## config.mk

```make
export PLATFORM = sky130hd
export DESIGN_NAME = cu_res_alloc_ctrl
export DESIGN_NICKNAME = d
export VERILOG_FILES = /design/src/rtl/cu_res_alloc_ctrl_pkg.sv /design/src/rtl/cu_rr_picker.sv /design/src/rtl/cu_res_alloc_ctrl.sv
export SDC_FILE = /design/constraint.sdc
export NUM_CORES = 1
export LEC_CHECK = 0
export BUFFER_PORTS_ARGS = -buffer_cell sky130_fd_sc_hd__buf_2
export CAP_MARGIN = 20
export CORE_UTILIZATION = 59
export CTS_BUF_LIST = sky130_fd_sc_hd__clkbuf_16
export CTS_CLUSTER_DIAMETER = 120
export CTS_CLUSTER_SIZE = 12
export DETAILED_ROUTE_END_ITERATION = 8
export PLACE_DENSITY = 0.87
export SLEW_MARGIN = 20
export SYNTH_ARGS = -nofsm -noshare
export SYNTH_HDL_FRONTEND = slang
export SYNTH_HIERARCHICAL = 1
export SYNTH_SLANG_ARGS = --single-unit
export TNS_END_PERCENT = 100
```

## constraint.sdc

```tcl
create_clock -name clk -period 4.5 [get_ports clk]
set_input_delay 0.9 -clock clk [delete_from_list [all_inputs] [get_ports clk]]
set_output_delay 0.9 -clock clk [all_outputs]
set_load 0.02 [all_outputs]
```

## src/rtl/cu_res_alloc_ctrl_pkg.sv

```systemverilog
// Shared constants and FSM encoding for the CU resource allocator.
// NUMBER_CU / CU_ID_WIDTH normally arrive from define.v; these guarded values only fill in when absent.
`ifndef NUMBER_CU
`define NUMBER_CU 4
`endif
`ifndef CU_ID_WIDTH
`define CU_ID_WIDTH 2
`endif

package cu_res_alloc_ctrl_pkg;

  localparam int unsigned ResIdWidthDefault = 10;

  function automatic int unsigned res_max(input int unsigned width);
    return 32'd1 << width;
  endfunction

  localparam int unsigned RES_MAX = res_max(ResIdWidthDefault);

  typedef enum logic [2:0] {
    StIdle,
    StSearch,
    StEval,
    StUpdate,
    StDealloc
  } alloc_state_e;

endpackage

```

## src/rtl/cu_rr_picker.sv

```systemverilog
// Round-robin first-one finder: first set bit at or after ptr, wrapping modulo NumCu.
module cu_rr_picker #(
  parameter int unsigned NumCu    = 4,
  parameter int unsigned IdxWidth = 2
) (
  input  logic [NumCu-1:0]    vector,
  input  logic [IdxWidth-1:0] ptr,
  output logic                found,
  output logic [IdxWidth-1:0] index
);

  always_comb begin
    int unsigned j;
    found = 1'b0;
    index = '0;
    j     = 0;
    for (int unsigned i = 0; i < NumCu; i++) begin
      j = 32'(ptr) + i;
      if (j >= NumCu) j = j - NumCu;
      if (!found && vector[j]) begin
        found = 1'b1;
        index = IdxWidth'(j);
      end
    end
  end

endmodule

```

## src/rtl/cu_res_alloc_ctrl.sv

```systemverilog
// Per-CU free-count allocator: searches a fit CAM, grants round-robin, and mirrors table writes
// back into the CAM. Deallocations saturate at RES_MAX.
`ifndef NUMBER_CU
`define NUMBER_CU 4
`endif
`ifndef CU_ID_WIDTH
`define CU_ID_WIDTH 2
`endif

module cu_res_alloc_ctrl
  import cu_res_alloc_ctrl_pkg::*;
#(
  parameter int unsigned RES_ID_WIDTH = 10
) (
  input  logic                      clk,
  input  logic                      rst_n,
  input  logic                      alloc_valid_i,
  input  logic [RES_ID_WIDTH:0]     alloc_size_i,
  output logic                      alloc_ready_o,
  output logic                      alloc_done_o,
  output logic                      alloc_fail_o,
  output logic [`CU_ID_WIDTH-1:0]   alloc_cu_id_o,
  input  logic                      dealloc_valid_i,
  output logic                      dealloc_ready_o,
  input  logic [`CU_ID_WIDTH-1:0]   dealloc_cu_id_i,
  input  logic [RES_ID_WIDTH:0]     dealloc_size_i,
  output logic                      cam_wr_en_o,
  output logic [`CU_ID_WIDTH-1:0]   cam_wr_addr_o,
  output logic [RES_ID_WIDTH:0]     cam_wr_data_o,
  output logic                      res_search_en_o,
  output logic [RES_ID_WIDTH:0]     res_search_size_o,
  input  logic [`NUMBER_CU-1:0]     res_search_out_i
);

  localparam int unsigned NumCu = `NUMBER_CU;
  localparam int unsigned CuIdW = `CU_ID_WIDTH;
  localparam logic [RES_ID_WIDTH:0] ResMax = (RES_ID_WIDTH + 1)'(res_max(RES_ID_WIDTH));

  alloc_state_e            state_q;
  logic [CuIdW-1:0]        rr_ptr_q;
  logic [CuIdW-1:0]        pick_q;
  logic [RES_ID_WIDTH:0]   size_q;
  logic [CuIdW-1:0]        dl_cu_q;
  logic [RES_ID_WIDTH:0]   dl_size_q;
  logic [RES_ID_WIDTH:0]   free_q [NumCu];

  logic                    pick_found;
  logic [CuIdW-1:0]        pick_idx;
  logic [RES_ID_WIDTH:0]   alloc_left;
  logic [RES_ID_WIDTH+1:0] dl_sum;
  logic [RES_ID_WIDTH:0]   dl_new;

  assign alloc_ready_o   = (state_q == StIdle) && !dealloc_valid_i;
  assign dealloc_ready_o = (state_q == StIdle);

  cu_rr_picker #(
    .NumCu   (NumCu),
    .IdxWidth(CuIdW)
  ) u_picker (
    .vector(res_search_out_i),
    .ptr   (rr_ptr_q),
    .found (pick_found),
    .index (pick_idx)
  );

  // The CAM only reports fits, so the subtraction cannot underflow.
  always_comb begin
    alloc_left = free_q[pick_q] - size_q;
    dl_sum     = {1'b0, free_q[dl_cu_q]} + {1'b0, dl_size_q};
    dl_new     = (dl_sum > {1'b0, ResMax}) ? ResMax : dl_sum[RES_ID_WIDTH:0];
  end

  always_ff @(posedge clk or negedge rst_n) begin
    if (!rst_n) begin
      state_q           <= StIdle;
      rr_ptr_q          <= '0;
      pick_q            <= '0;
      size_q            <= '0;
      dl_cu_q           <= '0;
      dl_size_q         <= '0;
      for (int i = 0; i < NumCu; i++) free_q[i] <= ResMax;
      alloc_done_o      <= 1'b0;
      alloc_fail_o      <= 1'b0;
      alloc_cu_id_o     <= '0;
      cam_wr_en_o       <= 1'b0;
      cam_wr_addr_o     <= '0;
      cam_wr_data_o     <= '0;
      res_search_en_o   <= 1'b0;
      res_search_size_o <= '0;
    end else begin
      alloc_done_o    <= 1'b0;
      alloc_fail_o    <= 1'b0;
      cam_wr_en_o     <= 1'b0;
      res_search_en_o <= 1'b0;
      unique case (state_q)
        StIdle: begin
          if (dealloc_valid_i) begin
            dl_cu_q   <= dealloc_cu_id_i;
            dl_size_q <= dealloc_size_i;
            state_q   <= StDealloc;
          end else if (alloc_valid_i) begin
            size_q            <= alloc_size_i;
            res_search_en_o   <= 1'b1;
            res_search_size_o <= alloc_size_i;
            state_q           <= StSearch;
          end
        end
        StSearch: state_q <= StEval;
        StEval: begin
          if (pick_found) begin
            pick_q  <= pick_idx;
            state_q <= StUpdate;
          end else begin
            alloc_fail_o <= 1'b1;
            state_q      <= StIdle;
          end
        end
        StUpdate: begin
          free_q[pick_q] <= alloc_left;
          cam_wr_en_o    <= 1'b1;
          cam_wr_addr_o  <= pick_q;
          cam_wr_data_o  <= alloc_left;
          alloc_done_o   <= 1'b1;
          alloc_cu_id_o  <= pick_q;
          rr_ptr_q       <= (pick_q == CuIdW'(NumCu - 1)) ? '0 : pick_q + 1'b1;
          state_q        <= StIdle;
        end
        StDealloc: begin
          free_q[dl_cu_q] <= dl_new;
          cam_wr_en_o     <= 1'b1;
          cam_wr_addr_o   <= dl_cu_q;
          cam_wr_data_o   <= dl_new;
          state_q         <= StIdle;
        end
        default: state_q <= StIdle;
      endcase
    end
  end

endmodule

```

# [Yosys cells after proc, flatten, opt, wreduce, memory -nomap -nowiden]
# Cells that the tools add are included.
[word_totals] input_bits=32 reg_bits=94
[classes] magnitude_cmp=13 bitwise=3 n_addsub=10 n_eq_ne=6 mux=48 reduce_logical=16
[ops] op="32-bit by 3-bit less-than comparator with 1-bit output (second input constant)" n=4
[ops] op="32-bit 2-to-1 mux" n=4
[ops] op="32-bit by 3-bit >= comparator with 1-bit output (second input constant)" n=3
[ops] op="32-bit by 3-bit subtractor with 32-bit output (second input constant)" n=3
[ops] op="44-bit bitwise mux" n=2
[ops] op="44-bit case mux with 2 select lines" n=1
[ops] op="11-bit 2-to-1 mux" n=7
[ops] op="11-bit binary-select mux with 2-bit select" n=2
[ops] op="11-bit demux with 2-bit select" n=2
[ops] op="11-bit case mux with 2 select lines" n=1
[ops] op="1-bit 2-to-1 mux" n=15
[ops] op="11-bit by 11-bit adder with 12-bit output" n=1
[ops] op="12-bit by 11-bit greater-than comparator with 1-bit output (second input constant)" n=1
[ops] op="2-bit 2-to-1 mux" n=6
[ops] op="11-bit subtractor" n=1
[ops] op="3-bit case mux with 3 select lines" n=1
[ops] op="1-bit binary-select mux with 2-bit select" n=4
[ops] op="2-bit by 2-bit adder with 3-bit output (second input constant)" n=2
[ops] op="3-bit by 2-bit == test with 1-bit output (second input constant)" n=2
[ops] op="3-bit >= comparator (second input constant)" n=2
[ops] op="1-bit logical AND" n=6
[ops] op="3-bit by 1-bit less-than comparator with 1-bit output (second input constant)" n=2
[ops] op="3-bit 2-to-1 mux" n=2
[ops] op="2-bit inverter with 3-bit output" n=2
[ops] op="16 further kinds" n=20

# [Logic depth before layout (Yosys ltp)]
# Gate-level depths: netlist of run 1.
[depth] ltp_word=16 depth_mapped=12

# [Modules after synthesis]
# The synthesis of run 1 kept the hierarchy.
[by_module_without_submodules] module="cu_res_alloc_ctrl" n_inst=1 area_per_inst_um2=5521.5 seq_area_each_um2=2357.3 cells_per_inst=530
[by_module_without_submodules] module="cu_rr_picker" n_inst=1 area_per_inst_um2=77.6 seq_area_each_um2=0.0 cells_per_inst=15

# [Least setup slack after synthesis of run 1]
# No wires, ideal clock.
[synth_timing] kind="register to register" start="register dl_cu_q[0]" end="register cam_wr_data_o[10]" arrival_time_ps=3597 slack_ps=766 required_time_ps=4364 period_less_slack_ps=3734 path_stages_with_launch=12 path_cell_list="dfrtp_1 clkbuf_1 buf_1 mux4_2 ha_1 a2111oi_2 o21ai_1 a2111oi_4 o21ai_2 buf_4 a221oi_1 o21ai_1"
[synth_between] elab_chain_cells=8
[synth_rtl] item="from (decl)" line="cu_res_alloc_ctrl.sv:43" text="logic [CuIdW-1:0] dl_cu_q;"
[synth_rtl] item="from (signal assigned)" line="cu_res_alloc_ctrl.sv:98" text="dl_cu_q <= dealloc_cu_id_i;"
[synth_rtl] item="2-bit inverter with 3-bit output (implied by the code) (*)" line="cu_res_alloc_ctrl.sv:69" text="dl_sum = {1'b0, free_q[dl_cu_q]} + {1'b0, dl_size_q};"
[synth_rtl] item="11-bit binary-select mux with 2-bit select (*)" line="cu_res_alloc_ctrl.sv:69"
[synth_rtl] item="11-bit 2-to-1 mux (implied by the code) (*) (2 in series)" line="cu_res_alloc_ctrl.sv:69"
[synth_rtl] item="11-bit by 11-bit adder with 12-bit output (*)" line="cu_res_alloc_ctrl.sv:69"
[synth_rtl] item="12-bit by 11-bit greater-than comparator with 1-bit output" line="cu_res_alloc_ctrl.sv:70" text="dl_new = (dl_sum > {1'b0, ResMax}) ? ResMax : dl_sum[RES_ID_WIDTH:0];"
[synth_rtl] item="11-bit 2-to-1 mux (*)" line="cu_res_alloc_ctrl.sv:70"
[synth_rtl] item="11-bit case mux with 2 select lines (*)" line="cu_res_alloc_ctrl.sv:95" text="unique case (state_q)"
[synth_rtl] item="to (signal assigned)" line="cu_res_alloc_ctrl.sv:122" text="cam_wr_data_o <= alloc_left;"
[synth_rtl] item="to (signal assigned)" line="cu_res_alloc_ctrl.sv:132" text="cam_wr_data_o <= dl_new;"
[synth_rtl] item="to (decl)" line="cu_res_alloc_ctrl.sv:29" text="output logic [RES_ID_WIDTH:0] cam_wr_data_o,"
# Every way passes the cells marked *; elsewhere a longest branch is shown, timed or not. The select of a mux whose other input is x is not followed.
# A chain may end at the register's enable or synchronous reset.

# [Worst setup path after layout of run 1]
[layout_timing] start="register dl_cu_q[0]" end="register cam_wr_data_o[0]"
# Same word-level chain as after synthesis.

==> flow_metrics.py, run 1 <==
metrics = {
    "timing": {
        "setup_violations": 0,
        "drv_slew": 0,
        "rsz0062_at_grt": "no",
        "whs_ns": 0.475,
        "fin_crit_ns": 4.09,
        "max_freq_ghz": 0.244,
        "worst_pin_slew_ns": 0.930,
        "fin_tns_setup_ns": 0,
        "slew_headroom_pct": 37.7,
        "hold_viol": 0,
        "fin_crit_sh_pct": 90.9,
        "fin_skew_ns": 0.00550,
    },
    "job": {
        "cap_violations": 0,
    },
    "drt": {
        "wirelength_met1_um": 6020,
        "routed_via_density": 6.98,
        "drt_iter0_markers": 682,
        "drt-pass1-iter-count": 8,
        "wl_per_cell_um": 22.3,
        "route.top_layer_used": "met4",
        "wl_met2_um": 7360,
        "dr_wl_met3_um": 1620,
        "wl_um": 15900,
        "vias": 4971,
        "drc": 0,
        "postRouteAntennaNets": 0,
    },
    "worst_setup_path": {
        "reg2regPathDepth": 9,
        "cp.required_ns": 4.75,
        "worst_setup_path_end_kind": "flip-flop",
        "r2r_setup_slack_ns": 0.41,
        "critPathArrivalTime_ns": 4.34,
        "r2r_start": "dl_cu_q[0]$_DFFE_PN0P_",
        "r2r_end": "cam_wr_data_o[0]$_DFFE_PN0P_",
        "cp_max_fo": 13,
        "crit_type": "flip-flop to flip-flop",
        "cp-start-kind": "flip-flop",
    },
    "synthesis": {
        "syn_inst": 545,
        "yosysMostFrequentCell": "dfrtp_1",
        "netlist_top_cells_area": "dfrtp_1 40%, mux4_2 8.8%, ha_1 5.6%, o21ai_0 5.3%, nand2_1 3.8%",
        "synth_flop_cell": "dfrtp_1",
        "synth_area_per_cell_sq_um": 10.3,
        "ys_top_cells_by_count": "90 x dfrtp_1, 59 x o21ai_0, 56 x nand2_1, 27 x inv_1",
        "ys_types": 65,
        "syn-cell-area_sq_um": 5600,
        "syn_nets": 604,
        "synthArstFlopShare_pct": 100,
        "synth_warnings": 6,
        "synth-seq-cells": 94,
        "synthDominantCellAreaShare_pct": 40.2,
        "synth_edf_count": 0,
        "synth_top_cell_by_area": "dfrtp_1",
        "synth_seq_area_share_pct": 42.1,
    },
    "hold_path": {
        "min_from": "alloc_cu_id_o[0]$_DFFE_PN0P_",
        "holdPathStages": 2,
        "hold_class": "flip-flop to flip-flop",
        "whs_endpoint": "alloc_cu_id_o[0]$_DFFE_PN0P_",
    },
    "placed_design": {
        "gp_congestion": 0.928,
        "hpwl_um": 11300,
        "io_buffers": 63,
    },
    "floorplan": {
        "start_util_pct": 60.9,
        "die_y_um": 99.4,
        "ios": 64,
        "die_area_sq_um": 9880,
        "dieWidth_um": 99.4,
        "row_count": 35,
        "core_area_sq_um": 9200,
    },
    "cts": {
        "root_buffer": "clkbuf_16",
        "clockBufferDepth": 2,
        "cts_tree": "done",
        "post_cts_buffers": 0,
        "clkTransAtPathRegs_ns": 0.07,
        "cts-resized-gates": 0,
        "numClockSinks": 94,
        "cts_buffers": 9,
        "ctsHtreeMaxLevel": 3,
        "insertion_delay_ns": 0.34,
        "cts_hold_buf": 0,
    },
    "global_route": {
        "grt_pass1_wl_um": 25400,
        "grtUsageTotal_pct": 33.9,
        "antenna_found_initial": 0,
        "grt_pass1_vias": 4861,
        "grt_max_degree": 74,
        "grt_overflow": 0,
    },
    "run_status": {
        "outcome": "finished, final reports clean",
    },
    "final_layout": {
        "area_delta_synth_final_pct": 11.8,
        "n_antenna_cell": 0,
        "nets": 655,
        "final_layout_size_suffix_gt1_share_pct": 22.1,
    },
}
## layer usage
layer | track usage (%) | vias to the layer above
li1 | - | 2144
met1 | 43.6 | 2369
met2 | 53.3 | 361
met3 | 8.08 | 97
met4 | 18.6 | 0
met5 | 0 | -
## per-stage QoR
| step | util (%) | setup slack (ns) | instances | area, sq um |
|---|---|---|---|---|
| finish | 68.1 | 0.409 | 712 | 6260 |
| global route | 68.1 | 0.216 | 712 | 6260 |
| global placement | 64.9 | 0.687 | 696 | 5970 |
| CTS | 68.1 | 0.481 | 712 | 6260 |
| floorplan | - | 0.766 | 545 | 5600 |
| detailed placement | 64.9 | 0.493 | 696 | 5970 |
## registers in the layout, indices dropped and copies added, names as in the netlist, 2 cells and up
| signal | flops |
|---|---|
| alloc_cu_id_o | 2 |
| cam_wr_addr_o | 2 |
| cam_wr_data_o | 11 |
| dl_cu_q | 2 |
| dl_size_q | 11 |
| free_q | 44 |
| pick_q | 2 |
| rr_ptr_q | 2 |
| size_q | 11 |
| state_q | 3 |
## worst max-delay path by stage
stage | startpoint | to | slack (ns)
2_1_floorplan | dl_cu_q[0]$_DFFE_PN0P_ | cam_wr_data_o[10]$_DFFE_PN0P_ | 0.77
3_3_place_gp | dl_cu_q[0]$_DFFE_PN0P_ | cam_wr_data_o[0]$_DFFE_PN0P_ | 0.69
3_5_place_dp | dl_cu_q[0]$_DFFE_PN0P_ | cam_wr_data_o[0]$_DFFE_PN0P_ | 0.49
4_1_cts | dl_cu_q[0]$_DFFE_PN0P_ | cam_wr_data_o[0]$_DFFE_PN0P_ | 0.48
5_1_grt | dl_cu_q[0]$_DFFE_PN0P_ | cam_wr_data_o[0]$_DFFE_PN0P_ | 0.22
6_report | dl_cu_q[0]$_DFFE_PN0P_ | cam_wr_data_o[0]$_DFFE_PN0P_ | 0.41
## cell usage in the layout, fill, tap and decap left out, types with 6 or more instances in the layout
cell type,count
inv_1,28
o211ai_1,8
nor3_1,13
o21ai_0,59
a221oi_1,8
nand3_1,7
nor2_1,25
mux2_2,13
dfrtp_1,90
nand2_1,56
mux4_2,22
a21oi_1,18
a22oi_1,21
buf_2,62
xor2_1,8
a21o_1,6
o21a_1,8
clkbuf_16,9
buf_4,6
xnor2_1,6
o21ai_1,11
and2_1,6
ha_1,25
## cells by family after synthesis
logic type      synth area share (%)
compound gates                  22.0
xor+xnor                        2.19
flops                           42.1
mux                             11.6
simple gates                    11.7
fa+ha+maj                       6.30
buf+inv                         4.09
## layout make-up
| class | count | area, sq um |
|---|---|---|
| Clock buffer | 9 | 225 |
| Tap cell | 111 | 139 |
| Fill cell | 715 | 2940 |
| Inverter | 28 | 105 |
| Clock inverter | 7 | 66.3 |
| Timing Repair Buffer | 68 | 355 |
| Sequential cell | 94 | 2360 |
| Multi-Input combinational cell | 395 | 3010 |
## critical path, cell delays in order (launching register included)
cell	delay, ns
dfrtp_1	0.64
buf_4	0.32
mux4_2	0.52
ha_1	0.37
a2111oi_2	0.40
o21ai_1	0.22
a2111oi_4	0.55
o21ai_2	0.26
or2_1	0.48
o221ai_2	0.21
Power of run 1 is not shown: default switching activity piles up to over one toggle a cycle in this logic, so the estimate is an artifact.
==> run 2: changes to the inputs <==
--- a/config.mk
+++ b/config.mk
@@ -5,7 +5,7 @@
 export SDC_FILE = /design/constraint.sdc
 export NUM_CORES = 1
 export LEC_CHECK = 0
-export BUFFER_PORTS_ARGS = -buffer_cell sky130_fd_sc_hd__buf_2
+export BUFFER_PORTS_ARGS = -buffer_cell sky130_fd_sc_hd__buf_4
 export CAP_MARGIN = 20
 export CORE_UTILIZATION = 59
 export CTS_BUF_LIST = sky130_fd_sc_hd__clkbuf_16
@@ -13,6 +13,7 @@
 export CTS_CLUSTER_SIZE = 12
 export DETAILED_ROUTE_END_ITERATION = 8
 export PLACE_DENSITY = 0.87
+export RECOVER_POWER = 100
 export SLEW_MARGIN = 20
 export SYNTH_ARGS = -nofsm -noshare
 export SYNTH_HDL_FRONTEND = slang
==> flow_metrics.py, run 2 (same netlist as run 1, synthesis figures left out) <==
metrics = {
    "run_status": {
        "outcome": "finished with violations",
        "violations": "capacitance limit, slew limit",
    },
    "global_route": {
        "grtUsageTotal_pct": 35.4,
        "grt_pass1_vias": 4957,
        "antenna_found_initial": 1,
        "grt_pass1_wl_um": 26300,
        "grt_max_degree": 72,
        "grt_overflow": 0,
    },
    "drt": {
        "drt_iter0_markers": 596,
        "vias": 5001,
        "routed_via_density": 7.00,
        "postRouteAntennaNets": 0,
        "drc": 0,
        "wl_per_cell_um": 22.9,
        "wl_um": 16300,
        "drt-pass1-iter-count": 6,
    },
    "cts": {
        "ctsHtreeMaxLevel": 3,
        "insertion_delay_ns": 0.35,
        "clockBufferDepth": 2,
        "cts_tree": "done",
        "clkTransAtPathRegs_ns": 0.07,
        "cts_buffers": 9,
        "cts_hold_buf": 0,
        "numClockSinks": 94,
        "cts-resized-gates": 0,
        "post_cts_buffers": 0,
        "root_buffer": "clkbuf_16",
    },
    "placed_design": {
        "dpl_cell_area_sq_um": 6130,
        "io_buffers": 63,
        "hpwl_um": 11900,
        "gp_congestion": 1.09,
    },
    "timing": {
        "rsz0062_at_grt": "no",
        "drv_slew": 72,
        "max_freq_ghz": 0.255,
        "worst_pin_slew_ns": 1.82,
        "fin_crit_ns": 3.92,
        "fin_crit_sh_pct": 87.0,
        "setup_violations": 0,
        "fin_skew_ns": 0.0102,
        "fin_tns_setup_ns": 0,
        "slew_headroom_pct": -21.2,
        "hold_viol": 0,
    },
    "final_layout": {
        "max_flop_register": "free_q",
        "final_layout_size_suffix_gt1_share_pct": 16.3,
        "mostFrequentLayoutCells": "90 x dfrtp_1, 68 x o21ai_0, 56 x nand2_1",
        "design_area_sq_um": 6260,
        "final_common_cell": "dfrtp_1",
        "multi_input_area_sq_um": 3010,
        "largest_register_ffs": 44,
        "nets": 656,
        "area_delta_synth_final_pct": 11.8,
        "nFillCells": 744,
        "register_area_sq_um": 2360,
    },
    "floorplan": {
        "core_area_sq_um": 9200,
        "start_util_pct": 60.9,
        "die_y_um": 99.4,
        "die_area_sq_um": 9880,
        "dieWidth_um": 99.4,
        "ios": 64,
        "row_count": 35,
    },
    "worst_setup_path": {
        "critPathArrivalTime_ns": 4.16,
        "r2r_end": "cam_wr_data_o[6]$_DFFE_PN0P_",
        "r2r_setup_slack_ns": 0.58,
        "reg2regPathDepth": 9,
        "cp.required_ns": 4.74,
        "cp_max_fo": 13,
        "critPathCapture": "cam_wr_data_o[6]$_DFFE_PN0P_",
        "cp-start-kind": "flip-flop",
        "r2r_start": "dl_cu_q[1]$_DFFE_PN0P_",
        "cp-startpoint": "dl_cu_q[1]$_DFFE_PN0P_",
        "worst_setup_path_end_kind": "flip-flop",
        "crit_type": "flip-flop to flip-flop",
    },
    "hold_path": {
        "holdPathStages": 2,
        "hold_class": "flip-flop to flip-flop",
    },
    "job": {
        "cap_violations": 1,
    },
}
[run 2: changes by cell type in the layout (fill, tap and decap cells not counted), moves of 2 or more]
cell	change
buf_2	-62
clkbuf_1	+36
buf_4	+26
o21ai_0	+9
o21ai_1	-9
clkinv_2	+3
clkinvlp_4	-2
[run 2: through the flow]
stage | std cells | util, % | setup slack (ns) | hold slack, ns
CTS | 713 | 69.6 | 0.789 | 0.494
global route | 713 | 68.0 | 0.415 | 0.517
global placement | 697 | 66.7 | 0.981 | 0.466
detailed placement | 697 | 66.7 | 0.837 | 0.476
floorplan | 545 | - | 0.766 | 0.461
finish | 714 | 68.1 | 0.583 | 0.483
[run 2: area by class of cell]
| cell class | instances | area share, % |
|---|---|---|
| inverter | 28 | 1.68 |
| multi-input combinational | 395 | 48.1 |
| antenna | 1 | 0.0400 |
| clock buffer | 9 | 3.60 |
| clock inverter | 7 | 0.660 |
| timing repair buffer | 69 | 6.08 |
| sequential | 94 | 37.7 |
| tap | 111 | 2.22 |
[run 2: routing by layer]
| layer | up-vias | part of all wire, % | global-route usage [%] |
|---|---|---|---|
| li1 | 2143 | - | - |
| met1 | 2377 | 38 | 45.0 |
| met2 | 378 | 46 | 56.2 |
| met3 | 103 | 10 | 7.73 |
| met4 | 0 | 6.4 | 21.0 |
| met5 | - | 0 | 0 |
[run 2: worst min path at each step]
stage                                  from  slack (ns)                           end
5_1_grt        alloc_cu_id_o[0]$_DFFE_PN0P_        0.52  alloc_cu_id_o[0]$_DFFE_PN0P_
4_1_cts        alloc_cu_id_o[0]$_DFFE_PN0P_        0.49  alloc_cu_id_o[0]$_DFFE_PN0P_
3_3_place_gp   alloc_cu_id_o[1]$_DFFE_PN0P_        0.47  alloc_cu_id_o[1]$_DFFE_PN0P_
3_5_place_dp   alloc_cu_id_o[1]$_DFFE_PN0P_        0.48  alloc_cu_id_o[1]$_DFFE_PN0P_
6_report       alloc_cu_id_o[0]$_DFFE_PN0P_        0.48  alloc_cu_id_o[0]$_DFFE_PN0P_
2_1_floorplan         free_q[4]$_DFFE_PN0P_        0.46         free_q[4]$_DFFE_PN0P_
[run 2: critical path, cell delays in order (launching register included)]
cell and delay [ns]:
dfrtp_1 0.72, mux4_2 0.40, ha_1 0.24, fa_1 0.43, a211oi_1 0.37, o21ai_0 0.17
a21oi_1 0.40, o21ai_2 0.27, or2_0 0.50, o21ai_0 0.31
Power of run 2 is left out for the same reason.
==> run 3: changes to the inputs <==
--- a/config.mk
+++ b/config.mk
@@ -7,12 +7,12 @@
 export LEC_CHECK = 0
 export BUFFER_PORTS_ARGS = -buffer_cell sky130_fd_sc_hd__buf_4
 export CAP_MARGIN = 20
-export CORE_UTILIZATION = 59
+export CORE_UTILIZATION = 53
 export CTS_BUF_LIST = sky130_fd_sc_hd__clkbuf_16
 export CTS_CLUSTER_DIAMETER = 120
 export CTS_CLUSTER_SIZE = 12
 export DETAILED_ROUTE_END_ITERATION = 8
-export PLACE_DENSITY = 0.87
+export PLACE_DENSITY = 0.83
 export RECOVER_POWER = 100
 export SLEW_MARGIN = 20
 export SYNTH_ARGS = -nofsm -noshare
==> constraint.sdc (replaced) <==
create_clock -name clk -period 3.6 [get_ports clk]
set_input_delay 0.72 -clock clk [delete_from_list [all_inputs] [get_ports clk]]
set_output_delay 0.72 -clock clk [all_outputs]
set_load 0.02 [all_outputs]
==> flow_metrics.py, run 3 (same netlist as run 1, synthesis figures left out) <==
metrics = {
    "timing": {
        "timing.final.ws_setup_ns": 0.199,
        "hold_viol": 0,
        "worst_pin_slew_ns": 1.97,
        "fin_crit_sh_pct": 94.5,
        "fin_crit_ns": 3.40,
        "slew_headroom_pct": -31.3,
        "setup_violations": 0,
        "drv_slew": 79,
        "max_freq_ghz": 0.294,
        "fin_skew_ns": 0.00899,
    },
    "global_route": {
        "grtUsageTotal_pct": 31.3,
        "antenna_found_initial": 0,
        "grt_pass1_vias": 5072,
        "grt_max_degree": 79,
        "grt_overflow": 0,
        "grt_pass1_wl_um": 26400,
    },
    "run_status": {
        "outcome": "finished with violations",
        "violations": "capacitance limit, slew limit",
    },
    "floorplan": {
        "core_area_sq_um": 10300,
        "row_count": 37,
        "dieWidth_um": 105,
        "die_y_um": 105,
        "ios": 64,
        "die_area_sq_um": 11000,
        "start_util_pct": 54.5,
    },
    "worst_setup_path": {
        "cp-start-kind": "flip-flop",
        "cp_max_fo": 8,
        "cp.required_ns": 3.85,
        "r2r_setup_slack_ns": 0.20,
        "crit_top_cell": "buf_4",
        "path_cells": "mux4_2, ha_1, fa_1, a211oi_1, buf_4, o21ai_0, a21oi_1, buf_4, o211ai_1, buf_4, a2bb2oi_1, o21ai_0",
        "critPathArrivalTime_ns": 3.65,
        "crit_buf_inv": 3,
        "worst_setup_path_end_kind": "flip-flop",
        "cp_slowest_cell": "dfrtp_1",
        "max_stage_delay_ns": 0.61,
        "crit_type": "flip-flop to flip-flop",
        "crit_family": "compound AO/OA/AOI/OAI gates",
    },
    "cts": {
        "insertion_delay_ns": 0.35,
        "cts_buffers": 9,
        "cts_tree": "done",
        "ctsHtreeMaxLevel": 3,
        "root_buffer": "clkbuf_16",
        "clkTransAtPathRegs_ns": 0.07,
        "clockBufferDepth": 2,
        "cts_hold_buf": 0,
        "numClockSinks": 94,
    },
    "final_layout": {
        "max_flop_register": "free_q",
        "design_area_sq_um": 6500,
        "mostFrequentLayoutCells": "90 x dfrtp_1, 58 x o21ai_0, 56 x nand2_1",
        "nets": 680,
        "nFillCells": 872,
        "largest_register_ffs": 44,
        "area_delta_synth_final_pct": 16.0,
        "final_common_cell": "dfrtp_1",
        "final_layout_size_suffix_gt1_share_pct": 19.5,
        "n_antenna_cell": 0,
        "final_cells": 762,
    },
    "placed_design": {
        "gp_congestion": 0.964,
        "dp_slack_ns": 0.126,
        "hpwl_um": 11700,
        "dpl.cell_count": 742,
        "dpl_cell_area_sq_um": 6340,
        "io_buffers": 63,
    },
    "drt": {
        "route.top_layer_used": "met4",
        "postRouteAntennaNets": 0,
        "wl_um": 16100,
        "drc": 0,
        "wl_met2_um": 7760,
        "wirelength_met1_um": 6210,
        "drt-pass1-iter-count": 5,
        "dr_wl_met3_um": 1370,
        "wl_per_cell_um": 21.2,
        "routed_via_density": 6.57,
        "vias": 5003,
        "drt_iter0_markers": 459,
    },
    "hold_path": {
        "hold_class": "flip-flop to flip-flop",
    },
    "job": {
        "cap_violations": 1,
    },
}
## run 3: metrics by stage
stage | setup TNS [ns] | util, % | hold WS (ns)
final | 0 | 63.2 | 0.494
after global routing | -0.00320 | 63.2 | 0.533
after CTS | 0 | 64.3 | 0.508
after detailed placement | 0 | 61.7 | 0.482
after global placement | 0 | 61.7 | 0.465
after floorplan | 0 | - | 0.424
## run 3: path summary, 6_finish.rpt
kind | startpoint | cells after the start | end
max reg2reg | dl_cu_q[1]$_DFFE_PN0P_ | 12 | free_q[26]$_DFFE_PN0P_
max in group asynchronous | rst_n | 2 | free_q[4]$_DFFE_PN0P_
min reg2reg | alloc_cu_id_o[0]$_DFFE_PN0P_ | 2 | alloc_cu_id_o[0]$_DFFE_PN0P_
min in group asynchronous | rst_n | 1 | free_q[26]$_DFFE_PN0P_
max | dl_cu_q[1]$_DFFE_PN0P_ | 12 | free_q[26]$_DFFE_PN0P_
min | alloc_cu_id_o[0]$_DFFE_PN0P_ | 2 | alloc_cu_id_o[0]$_DFFE_PN0P_
## run 3: metal layers
metal  GRT usage [%]  up-vias
met5               0        -
met4            17.4        0
met3            5.86       65
met2            51.2      309
met1            39.2     2440
li1                -     2189
## run 3: cell type report
class	count	area, sq um	area share [%]
Timing Repair Buffer	93	586	9.01
Multi-Input combinational cell	395	3010	46.4
Clock inverter	7	41.3	0.635
Clock buffer	9	225	3.47
Inverter	28	105	1.62
Sequential cell	94	2360	36.3
Tap cell	136	170	2.62
## run 3: worst reg2reg max path, delay by kind of cell, from the launching register on
kind	cells	cell delay, ns
AO/OA/AOI/OAI	6	1.15
adder cells (fa/ha/maj)	2	0.65
flip-flops	1	0.61
buffers and inverters	3	0.54
multiplexers	1	0.38
## run 3: repair_timing
item,4_1_cts,5_1_grt
buffers inserted,0,4
setup endpoints to repair,0,9
resized for setup,0,1
Power of run 3 is left out for the same reason.
